===== config.mk =====
export PLATFORM = sky130hd
export DESIGN_NAME = fetch_unit
export DESIGN_NICKNAME = d
export VERILOG_FILES = /design/src/rtl/fetch_pkg.sv /design/src/rtl/fetch_unit_adder.sv /design/src/rtl/fetch_unit.sv
export SDC_FILE = /design/constraint.sdc
export NUM_CORES = 1
export LEC_CHECK = 0
export CAP_MARGIN = 5
export CORE_ASPECT_RATIO = 0.5
export CORE_MARGIN = 3
export CORE_UTILIZATION = 30
export CTS_BUF_LIST = sky130_fd_sc_hd__clkbuf_2
export CTS_CLUSTER_DIAMETER = 60
export DETAILED_ROUTE_END_ITERATION = 8
export GPL_ROUTABILITY_DRIVEN = 1
export GPL_TIMING_DRIVEN = 0
export PLACE_DENSITY = 0.57
export SLEW_MARGIN = 20
export SYNTH_ARGS = -nofsm -noshare
export SYNTH_HDL_FRONTEND = slang
export SYNTH_SLANG_ARGS = --single-unit

===== constraint.sdc =====
create_clock -name clk -period 4.8 [get_ports clk]
set_clock_uncertainty 0.15 [all_clocks]
set_input_delay 0.96 -clock clk [delete_from_list [all_inputs] [get_ports clk]]
set_output_delay 0.96 -clock clk [all_outputs]
set_load 0.005 [all_outputs]

===== src/rtl/fetch_pkg.sv =====
// Shared types and defaults for the instruction fetch unit.
package fetch_pkg;

    localparam int XLEN = 32;
    localparam logic [XLEN-1:0] RESET_PC = 32'h0000_0000;

    typedef enum logic [1:0] {
        ST_IDLE  = 2'd0,
        ST_FETCH = 2'd1,
        ST_DRAIN = 2'd2
    } fetch_state_t;

    typedef struct packed {
        logic [31:0]     instr;
        logic [XLEN-1:0] pc;
    } fetch_entry_t;

endpackage


===== src/rtl/fetch_unit_adder.sv =====
// Combinational adder used for all sequential-PC arithmetic.
module fetch_unit_adder #(
    parameter int W = 32
) (
    input  logic [W-1:0] a,
    input  logic [W-1:0] b,
    output logic [W-1:0] sum
);

    // Wraps modulo 2^W by construction
    assign sum = a + b;

endmodule


===== src/rtl/fetch_unit.sv =====
// Instruction fetch unit: credit-limited request issue, in-order response
// tagging, small decode buffer, and redirect handling that drains stale
// responses still in flight.
module fetch_unit #(
    parameter int              XLEN     = fetch_pkg::XLEN,
    parameter logic [XLEN-1:0] RESET_PC = fetch_pkg::RESET_PC,
    parameter int              DEPTH    = 2
) (
    input  logic            clk,
    input  logic            reset_n,
    output logic            imem_req_valid,
    input  logic            imem_req_ready,
    output logic [XLEN-1:0] imem_req_addr,
    input  logic            imem_rsp_valid,
    input  logic [31:0]     imem_rsp_data,
    input  logic            redirect_valid,
    input  logic [XLEN-1:0] redirect_pc,
    output logic            instr_valid,
    input  logic            instr_ready,
    output logic [31:0]     instr_data,
    output logic [XLEN-1:0] instr_pc,
    output logic [XLEN-1:0] instr_pc_plus4
);
    import fetch_pkg::*;

    localparam int CW = $clog2(DEPTH + 1);
    localparam int PW = (DEPTH > 1) ? $clog2(DEPTH) : 1;

    fetch_state_t    state;
    logic [XLEN-1:0] pc;
    logic [XLEN-1:0] pc_next4;
    logic [XLEN-1:0] redirect_aligned;
    logic [CW-1:0]   outstanding;
    logic [CW-1:0]   outstanding_nx;
    logic [CW-1:0]   drop_cnt;
    logic [CW-1:0]   drop_nx;
    logic [CW-1:0]   buf_count;
    logic [CW:0]     credit_used;
    logic [PW-1:0]   tag_wr;
    logic [PW-1:0]   tag_rd;
    logic [PW-1:0]   buf_wr;
    logic [PW-1:0]   buf_rd;
    logic [XLEN-1:0] tag_q [DEPTH];
    fetch_entry_t    buf_q [DEPTH];
    logic            req_fire;
    logic            rsp_fire;
    logic            push;
    logic            pop;

    function automatic logic [PW-1:0] ptr_inc(input logic [PW-1:0] p);
        return (p == PW'(DEPTH - 1)) ? '0 : p + 1'b1;
    endfunction

    // Requests and buffered entries share one credit pool of DEPTH slots,
    // so a response always has somewhere to land.
    assign credit_used      = {1'b0, outstanding} + {1'b0, buf_count};
    assign imem_req_valid   = (state != ST_IDLE) && (credit_used < (CW+1)'(DEPTH)) && !redirect_valid;
    assign imem_req_addr    = pc;
    assign req_fire         = imem_req_valid && imem_req_ready;
    assign rsp_fire         = imem_rsp_valid && (outstanding != '0);
    assign push             = rsp_fire && (drop_cnt == '0) && !redirect_valid;
    assign pop              = instr_valid && instr_ready;
    assign instr_valid      = (buf_count != '0);
    assign instr_data       = buf_q[buf_rd].instr;
    assign instr_pc         = buf_q[buf_rd].pc;
    assign redirect_aligned = redirect_pc & ~XLEN'(3);
    assign outstanding_nx   = outstanding + CW'(req_fire) - CW'(rsp_fire);

    fetch_unit_adder #(.W(XLEN)) u_pc_add (
        .a   (pc),
        .b   (XLEN'(4)),
        .sum (pc_next4)
    );

    fetch_unit_adder #(.W(XLEN)) u_plus4_add (
        .a   (instr_pc),
        .b   (XLEN'(4)),
        .sum (instr_pc_plus4)
    );

    // Every response still in flight at a redirect belongs to the old stream
    always_comb begin
        drop_nx = drop_cnt;
        if (redirect_valid) begin
            drop_nx = outstanding_nx;
        end else if (rsp_fire && (drop_cnt != '0)) begin
            drop_nx = drop_cnt - 1'b1;
        end
    end

    // Control state: FSM, PC, credit counters and queue pointers
    always_ff @(posedge clk or negedge reset_n) begin
        if (!reset_n) begin
            state       <= ST_IDLE;
            pc          <= RESET_PC;
            outstanding <= '0;
            drop_cnt    <= '0;
            buf_count   <= '0;
            tag_wr      <= '0;
            tag_rd      <= '0;
            buf_wr      <= '0;
            buf_rd      <= '0;
        end else begin
            if (state == ST_IDLE) begin
                state <= ST_FETCH;
            end else begin
                state <= (drop_nx != '0) ? ST_DRAIN : ST_FETCH;
            end

            if (redirect_valid) begin
                pc <= redirect_aligned;
            end else if (req_fire) begin
                pc <= pc_next4;
            end

            outstanding <= outstanding_nx;
            drop_cnt    <= drop_nx;

            if (req_fire) tag_wr <= ptr_inc(tag_wr);
            if (rsp_fire) tag_rd <= ptr_inc(tag_rd);

            if (redirect_valid) begin
                buf_count <= '0;
                buf_wr    <= '0;
                buf_rd    <= '0;
            end else begin
                buf_count <= buf_count + CW'(push) - CW'(pop);
                if (push) buf_wr <= ptr_inc(buf_wr);
                if (pop)  buf_rd <= ptr_inc(buf_rd);
            end
        end
    end

    // Tag queue and instruction buffer storage carry no reset
    always_ff @(posedge clk) begin
        if (req_fire) begin
            tag_q[tag_wr] <= pc;
        end
        if (push) begin
            buf_q[buf_wr] <= '{instr: imem_rsp_data, pc: tag_q[tag_rd]};
        end
    end

    // Conditions the credit scheme must rule out
    always_ff @(posedge clk) begin
        if (reset_n) begin
            assert (!(push && (buf_count == CW'(DEPTH))));
            assert (!(imem_rsp_valid && (outstanding == '0)));
        end
    end

endmodule


==> results of run 1 <==
worst max-delay path, delay by kind of cell, from the launching register on:
kind / cells / cell delay (ps)
compound gates: 1 / 370
xor+xnor: 1 / 160
flops: 1 / 450
mux: 1 / 180
simple gates: 3 / 510
buf+inv: 7 / 790
fa+ha+maj: 1 / 140
repair_timing:
item / 4_1_cts / 5_1_grt
hold buffers: 1 / 0
buffers inserted: 20 / 7
pin swaps: 11 / 6
endpoints found under the hold margin: 21 / 0
endpoints found under the setup margin: 21 / 17
resized for setup: 72 / 6
cells in the final DEF (no fill, tap or decap), drive strengths merged, types with 7 or more instances in the layout:
master           n
a21oi           10
clkbuf          85
o311ai           7
xnor2           28
ha               7
clkdlybuf4s50  177
nand2           51
mux2            81
xor2            11
buf             62
edfxtp         184
dfrtp           42
mux2i           16
clkinv          18
inv             21
o211ai          13
nor2            19
nand4           19
nand3           31
o21ai           18
and3            10
per-layer routing:
layer	vias to the layer above	wire (um)	share of wire [%]
li1	3137	-	-
met5	-	0	0
met1	3338	10900	41
met4	0	642	2.4
met3	45	1240	4.6
met2	164	14100	52
state kept, by name, summed over array words and instances, names as in the netlist:
register / cells
drop_cnt: 2
tag_wr: 1
buf_rd: 1
tag_q: 60
outstanding: 2
buf_count: 2
buf_wr: 1
buf_q: 124
imem_req_addr: 30
tag_rd: 1
state: 2
through the flow:
stage          cells  hold slack (ps)  power (W)  instance area, um^2
2_1_floorplan    671              310    0.00337                 9820
3_3_place_gp    1294              324    0.00415                12300
3_5_place_dp    1301              389    0.00421                12500
4_1_cts         1415              333    0.00557                13200
5_1_grt         1420              358    0.00580                13200
6_report        1422              401    0.00547                13200
logic make-up (layout without fill, tap and decap cells):
family	count (synthesis)	count (layout)
other	1	8
flip-flops	226	226
XOR/XNOR	39	39
adder cells (fa/ha/maj)	8	8
multiplexers	97	97
buffers and inverters	53	370
AND/OR/NAND/NOR	172	172
AO/OA/AOI/OAI	70	70
final cells by class:
cell class / count / area share, %
Multi-Input combinational cell: 392 / 23.6
Inverter: 21 / 0.595
Tap cell: 432 / 4.08
Clock buffer: 74 / 2.80
Timing Repair Buffer: 226 / 17.0
Buffer: 30 / 1.38
Antenna cell: 2 / 0.0378
Sequential cell: 226 / 49.7
Clock inverter: 19 / 0.841
power breakdown:
group          internal, W  switching (W)  leakage [nW]
logic             0.000878       0.000767          2.27
clock network     0.000478       0.000789         0.362
registers          0.00240       0.000154          2.17
total              0.00376        0.00171          4.80
worst paths after layout:
kind / startpoint / to / slack, ps / cells after the start
max reg2reg: buf_count[0] / state[1] / 1080 / 12
min: tag_wr / tag_wr / 400 / 1
max: buf_rd / instr_pc_plus4[26] / 220 / 14
max in group asynchronous: reset_n / outstanding[0] / 3530 / 3
min reg2reg: tag_wr / tag_wr / 400 / 1
min in group asynchronous: reset_n / imem_req_addr[5] / 440 / 2
==> metrics.md, run 1 <==
| Metric | Value |
|---|---|
| Post-synth top area share | `roughly 56%` |
| Pre-CTS WS | `-403 ps` |
| Synth cell types | `between 50 and 60` |
| CTS tree | `built` |
| Hold crit path type | `flip-flop to flip-flop` |
| Gp weighted congestion | `0.802` |
| Total CTS buffers | `between 50 and 60` |
| Initial DRC Count | `around 440` |
| Post-synthesis compound-gate area fraction | `under 10%` |
| CP required | `~3700 ps` |
| Die width | `between 200 and 300 um` |
| Fmax | `0.218 GHz` |
| Pin count of the biggest net entering global routing | `24` |
| Via count | `about 6700` |
| Via density | `4.70` |
| Die Y | `134 um` |
| Max stage delay on crit path | `roughly 450 ps` |
| Seq/Total Area, Yosys | `67.1%` |
| Root buffer cell | `clkbuf_2` |
| Pwr per Cell Area | `between 400 and 500 nW/um^2` |
| Core area | `31900 um^2` |
| XOR/XNOR share of the synthesized area | `under 10%` |
| Total die area | `35000 um^2` |
| Drt first pass iters | `5` |
| Max clock buf depth | `3` |
| WS Path Type | `flip-flop to output port` |
| Worst-path maximum fanout | `5` |
| HPWL after DPL | `around 19 mm` |
| RSZ-0062 raised after global routing | `yes` |
| First-pass GRT wire length | `approximately 40 mm` |
| Min Clock Period, post-route | `4580 ps` |
| Largest cells by area after synthesis | `edfxtp_1, dfrtp_1, mux2_2, xnor2_1, nand2_1` |
| Routing usage on met1 | `between 15 and 20%` |
| Synthesized area per cell | `between 10 and 15 um^2` |
| DRT Wirelength | `~27 mm` |
| Storage cell area | `~6600 um^2` |
| Relative slew slack | `48.4%` |
| Num Clock Sinks | `roughly 230` |
| Drt drc | `0` |
| Clk slew on worst S/H paths | `100 ps` |
| PortBufs | `roughly 190` |
| Largest family of logic cells by synthesized area | `multiplexers` |
| Yosys warns | `0` |
| Mapped cell area | `9800 um^2` |
| Area Overhead vs Synth | `35.1%` |
| Worst EP arrival | `3470 ps` |
| DR WL/cell | `between 15 and 20 um` |
| Most used DFF post-synth | `edfxtp_1` |
| Filler cells | `around 3000` |
| GR peak layer | `met2` |
| Grt ovf | `0` |
| Rows | `46` |
| Worst-path cell chain | `buf_8, buf_8, buf_12, mux2i_4, inv_2, ha_4, nand4b_1, a221oi_4, and2_4, buf_6, buf_6, nand3b_1, xnor2_2, buf_2` |
| Setup WS post-layout | `219 ps` |
| Antenna violations before repair | `0` |
| #FFs+latches synth | `roughly 230` |
| Cells after Synth | `approximately 670` |
| Ports | `200` |
| Simple logic cell fraction of the synthesized area | `approximately a tenth` |
| ANT nets after route | `0` |
| Async SR Flop Fraction | `between 10% and 20%` |
| Fin util | `around 41%` |
| Top-count cell post-synth | `edfxtp_1` |
| Share of cells above drive strength 1 | `between 20% and 30%` |
| Met3 GRT Util | `around 3.1%` |
| Final Cycle Share | `between 90% and 100%` |
| Dominant cell type by area after synthesis | `edfxtp_1` |
| Met2 GRT Util | `a little over a quarter` |
| Number of global-route vias before repair | `6858` |
| Nets | `roughly 1000` |
| Area of the multi-input gates | `between 3000 and 4000 um^2` |
| Status | `completed` |
| Adder-cell share of the synthesized area | `under 10%` |
| Setup crit end kind | `output port` |
| Total Routing Usage GR | `15.2%` |
| H-tree lvl count | `2` |
| CP Launch Type | `flip-flop` |
| Latest clock arrival within the worst-skew pair | `870 ps` |
| Least-Margin Pin Slew | `between 700 and 800 ps` |
| Hold Vio Cnt, Final | `0` |
| VDD IR max | `151 uV` |
| Post-synth EDFFs | `between 150 and 200` |
| Final setup fails | `0` |
| CP max stage cell | `dfrtp_2` |
| Final Slew Violations | `0` |
| Synth top cells by count | `edfxtp_1, mux2_2, nand2_1, dfrtp_1, nand3_1` |
| Pleak | `4.80 nW` |
| Setup TNS | `0 ps` |
| Multiplexer area fraction after synthesis | `10.9%` |
| Initial Utilization | `30.7%` |
| Max Cap Viol | `0` |
(Power assumes the default switching activity.)
==> inputs of run 2 (changes only) <==
- CTS_CLUSTER_SIZE: default -> 14
==> run 2 against run 1 <==
  * Non-clock buffer count grew 1
  * Utilization shrank 0.73 points
  * Clock power shrank 31%
  * Combinational power is essentially flat
  * Count of clock-buffer cells in the layout shrank 45
  * Sequential share of layout area grew 0.89 points
  * Routed wire length shrank 1.5%
  * Largest power group unchanged
  * Die area is the same
  * Fmax shrank 3.2%
  * Register-to-register slack lost 20 ps
==> metrics.md, run 2 (synthesized netlist as in run 1, its figures left out) <==
| Metric | Value |
|---|---|
| Least-Margin Pin Slew | `822 ps (+56.0 ps)` |
| Max clock buf depth | `3 (unchanged)` |
| Root buffer cell | `clkbuf_2` |
| Pin count of the biggest net entering global routing | `24 (unchanged)` |
| VDD IR max | `132 uV (-12%)` |
| CP max stage cell | `dfrtp_2` |
| First-pass GRT wire length | `39.9 mm (-2.0%)` |
| Drt drc | `0 (unchanged)` |
| Worst Setup SP | `buf_rd` |
| Num Clock Sinks | `226 (unchanged)` |
| Latest clock arrival within the worst-skew pair | `860 ps (about the same)` |
| Total Routing Usage GR | `14.8% (-0.43 points)` |
| PortBufs | `191 (unchanged)` |
| Drt first pass iters | `5 (unchanged)` |
| Final Cycle Share | `98.6% (+3.2 points)` |
| Initial Utilization | `30.7% (unchanged)` |
| RSZ-0062 raised after global routing | `yes` |
| Number of global-route vias before repair | `6586 (-4.0%)` |
| Clk slew on worst S/H paths | `270 ps (+170 ps)` |
| WS Path Type | `flip-flop to output port` |
| R2R setup slack | `1060 ps (-20 ps)` |
| Total CTS buffers | `20 (-64%)` |
| Fmax | `0.211 GHz (-3.2%)` |
| Nets | `996 (-3.3%)` |
| Die width | `262 um (unchanged)` |
| Gp weighted congestion | `0.802 (unchanged)` |
| CP required | `3690 ps (about the same)` |
| Min Clock Period, post-route | `4730 ps (+152 ps)` |
| Crit-path leading delay family | `buffers and inverters` |
| Worst path bufs/invs | `8 (+1)` |
| Pwr per Cell Area | `391 nW/um^2 (-5.3%)` |
| Relative slew slack | `44.6% (-3.8 points)` |
| HPWL after DPL | `19.3 mm (unchanged)` |
| Initial DRC Count | `448 (+0.90%)` |
| Setup WS post-layout | `67.0 ps (-152 ps)` |
| Setup crit end kind | `output port` |
| Via density | `4.73 (+0.56%)` |
| Share of cells above drive strength 1 | `22.3% (-3.2 points)` |
| Most flops, register | `buf_q` |
| Final Slew Violations | `0 (unchanged)` |
| Commonest non-fill, non-tap cell in the layout | `edfxtp_1` |
| Area Overhead vs Synth | `32.7%` |
| Worst EP arrival | `3620 ps (+150 ps)` |
| Worst r2r path cells | `12 (unchanged)` |
| CP Launch Type | `flip-flop` |
| Reg-to-reg startpoint | `buf_count[0]` |
| Total die area | `35000 um^2 (unchanged)` |
| Critical Path End | `instr_pc_plus4[26]` |
| Hold Vio Cnt, Final | `0 (unchanged)` |
| Pleak | `4.60 nW (-4.2%)` |
| Worst-path cell chain | `buf_8, buf_8, buf_12, buf_12, mux2i_4, inv_2, ha_4, nand4b_1, a221oi_4, and2_4, buf_6, buf_6, nand3b_1, xnor2_2, buf_2` |
| FF-to-FF End | `state[0]` |
| Number of flip-flops in the largest register | `124 (unchanged)` |
| Hold crit path type | `flip-flop to flip-flop` |
| Final setup fails | `0 (unchanged)` |
| Core area | `31900 um^2 (unchanged)` |
| Max Cap Viol | `0 (unchanged)` |
| Die Y | `134 um (unchanged)` |
| DRT Wirelength | `26.5 mm (-1.5%)` |
| WP depth | `15 (+1)` |
| CTS tree | `built` |
| Placed Instances | `1301 (unchanged)` |
| H-tree lvl count | `1 (-1)` |
| Via count | `6452 (-3.5%)` |
| Max stage delay on crit path | `510 ps (+60 ps)` |
| Grt ovf | `0 (unchanged)` |
| DR WL/cell | `19.4 um (+2.6%)` |
| Post-Layout Cell Count | `1365 (-4.0%)` |
| Worst-path maximum fanout | `5 (unchanged)` |
| HP Start | `tag_wr` |
| Most frequent cells in the layout | `edfxtp_1, clkdlybuf4s50_1, mux2_2` |
| ANT nets after route | `0 (unchanged)` |
| Rows | `46 (unchanged)` |
| Status | `completed` |
| Ports | `200 (unchanged)` |
| Antenna violations before repair | `1 (+1)` |
| Pre-CTS WS | `-403 ps (unchanged)` |
==> run 2: layout make-up <==
cell class                 instances  area [um^2]
fill                            2967        18900
sequential                       226         6580
multi-input combinational        392         3150
timing repair buffer             226         2240
tap                              432          541
buffer                            31          203
clock buffer                      29          145
inverter                          21         78.8
clock inverter                     3         63.8
antenna                            5         12.5
==> run 2: worst reg2reg max path, delay by kind of cell (launching register included) <==
family          cells  cell delay (ps)
xor+xnor            2              340
buf+inv             3              750
flops               1              470
fa+ha+maj           3             1010
compound gates      2              400
simple gates        2              530
==> run 2: metal layers <==
layer	up-vias	GRT usage (%)	routed length, um
met5	-	0	0
met4	0	4.64	704
met3	40	2.17	903
met2	133	26.6	14000
met1	3250	18.5	10900
li1	3029	-	-
==> run 2: stage by stage <==
stage / power (W) / cell area (um^2) / utilization, % / TNS, ps / hold slack (ps)
5_1_grt: 0.00538 / 13000 / 40.7 / -807 / 388
3_5_place_dp: 0.00421 / 12500 / 39.0 / -2520 / 389
6_report: 0.00509 / 13000 / 40.7 / 0 / 414
4_1_cts: 0.00516 / 12900 / 40.5 / -225 / 354
2_1_floorplan: 0.00337 / 9820 / - / 0 / 310
3_3_place_gp: 0.00415 / 12300 / 38.4 / -340980 / 324
==> run 2: where the power goes <==
group          total [W]  switching [W]  internal (W)
logic            0.00165       0.000770      0.000882
registers        0.00256       0.000154       0.00240
clock network   0.000882       0.000618      0.000264
total            0.00509        0.00154       0.00355
==> run 2: what timing repair did <==
action	in CTS	in global routing
setup buffers	21	6
hold endpoints to repair	21	0
setup endpoints to repair	21	17
pin swaps	12	10
hold buffers	1	0
gates resized for setup	76	13
==> run 2: worst min path at each step <==
| stage | endpoint | slack [ps] | depth (start not counted) |
|---|---|---|---|
| floorplan | tag_wr | 310 | 1 |
| global placement | tag_wr | 320 | 1 |
| detailed placement | tag_wr | 390 | 1 |
| CTS | buf_count[1] | 350 | 2 |
| global route | imem_req_addr[11] | 390 | 2 |
| finish | tag_wr | 410 | 1 |
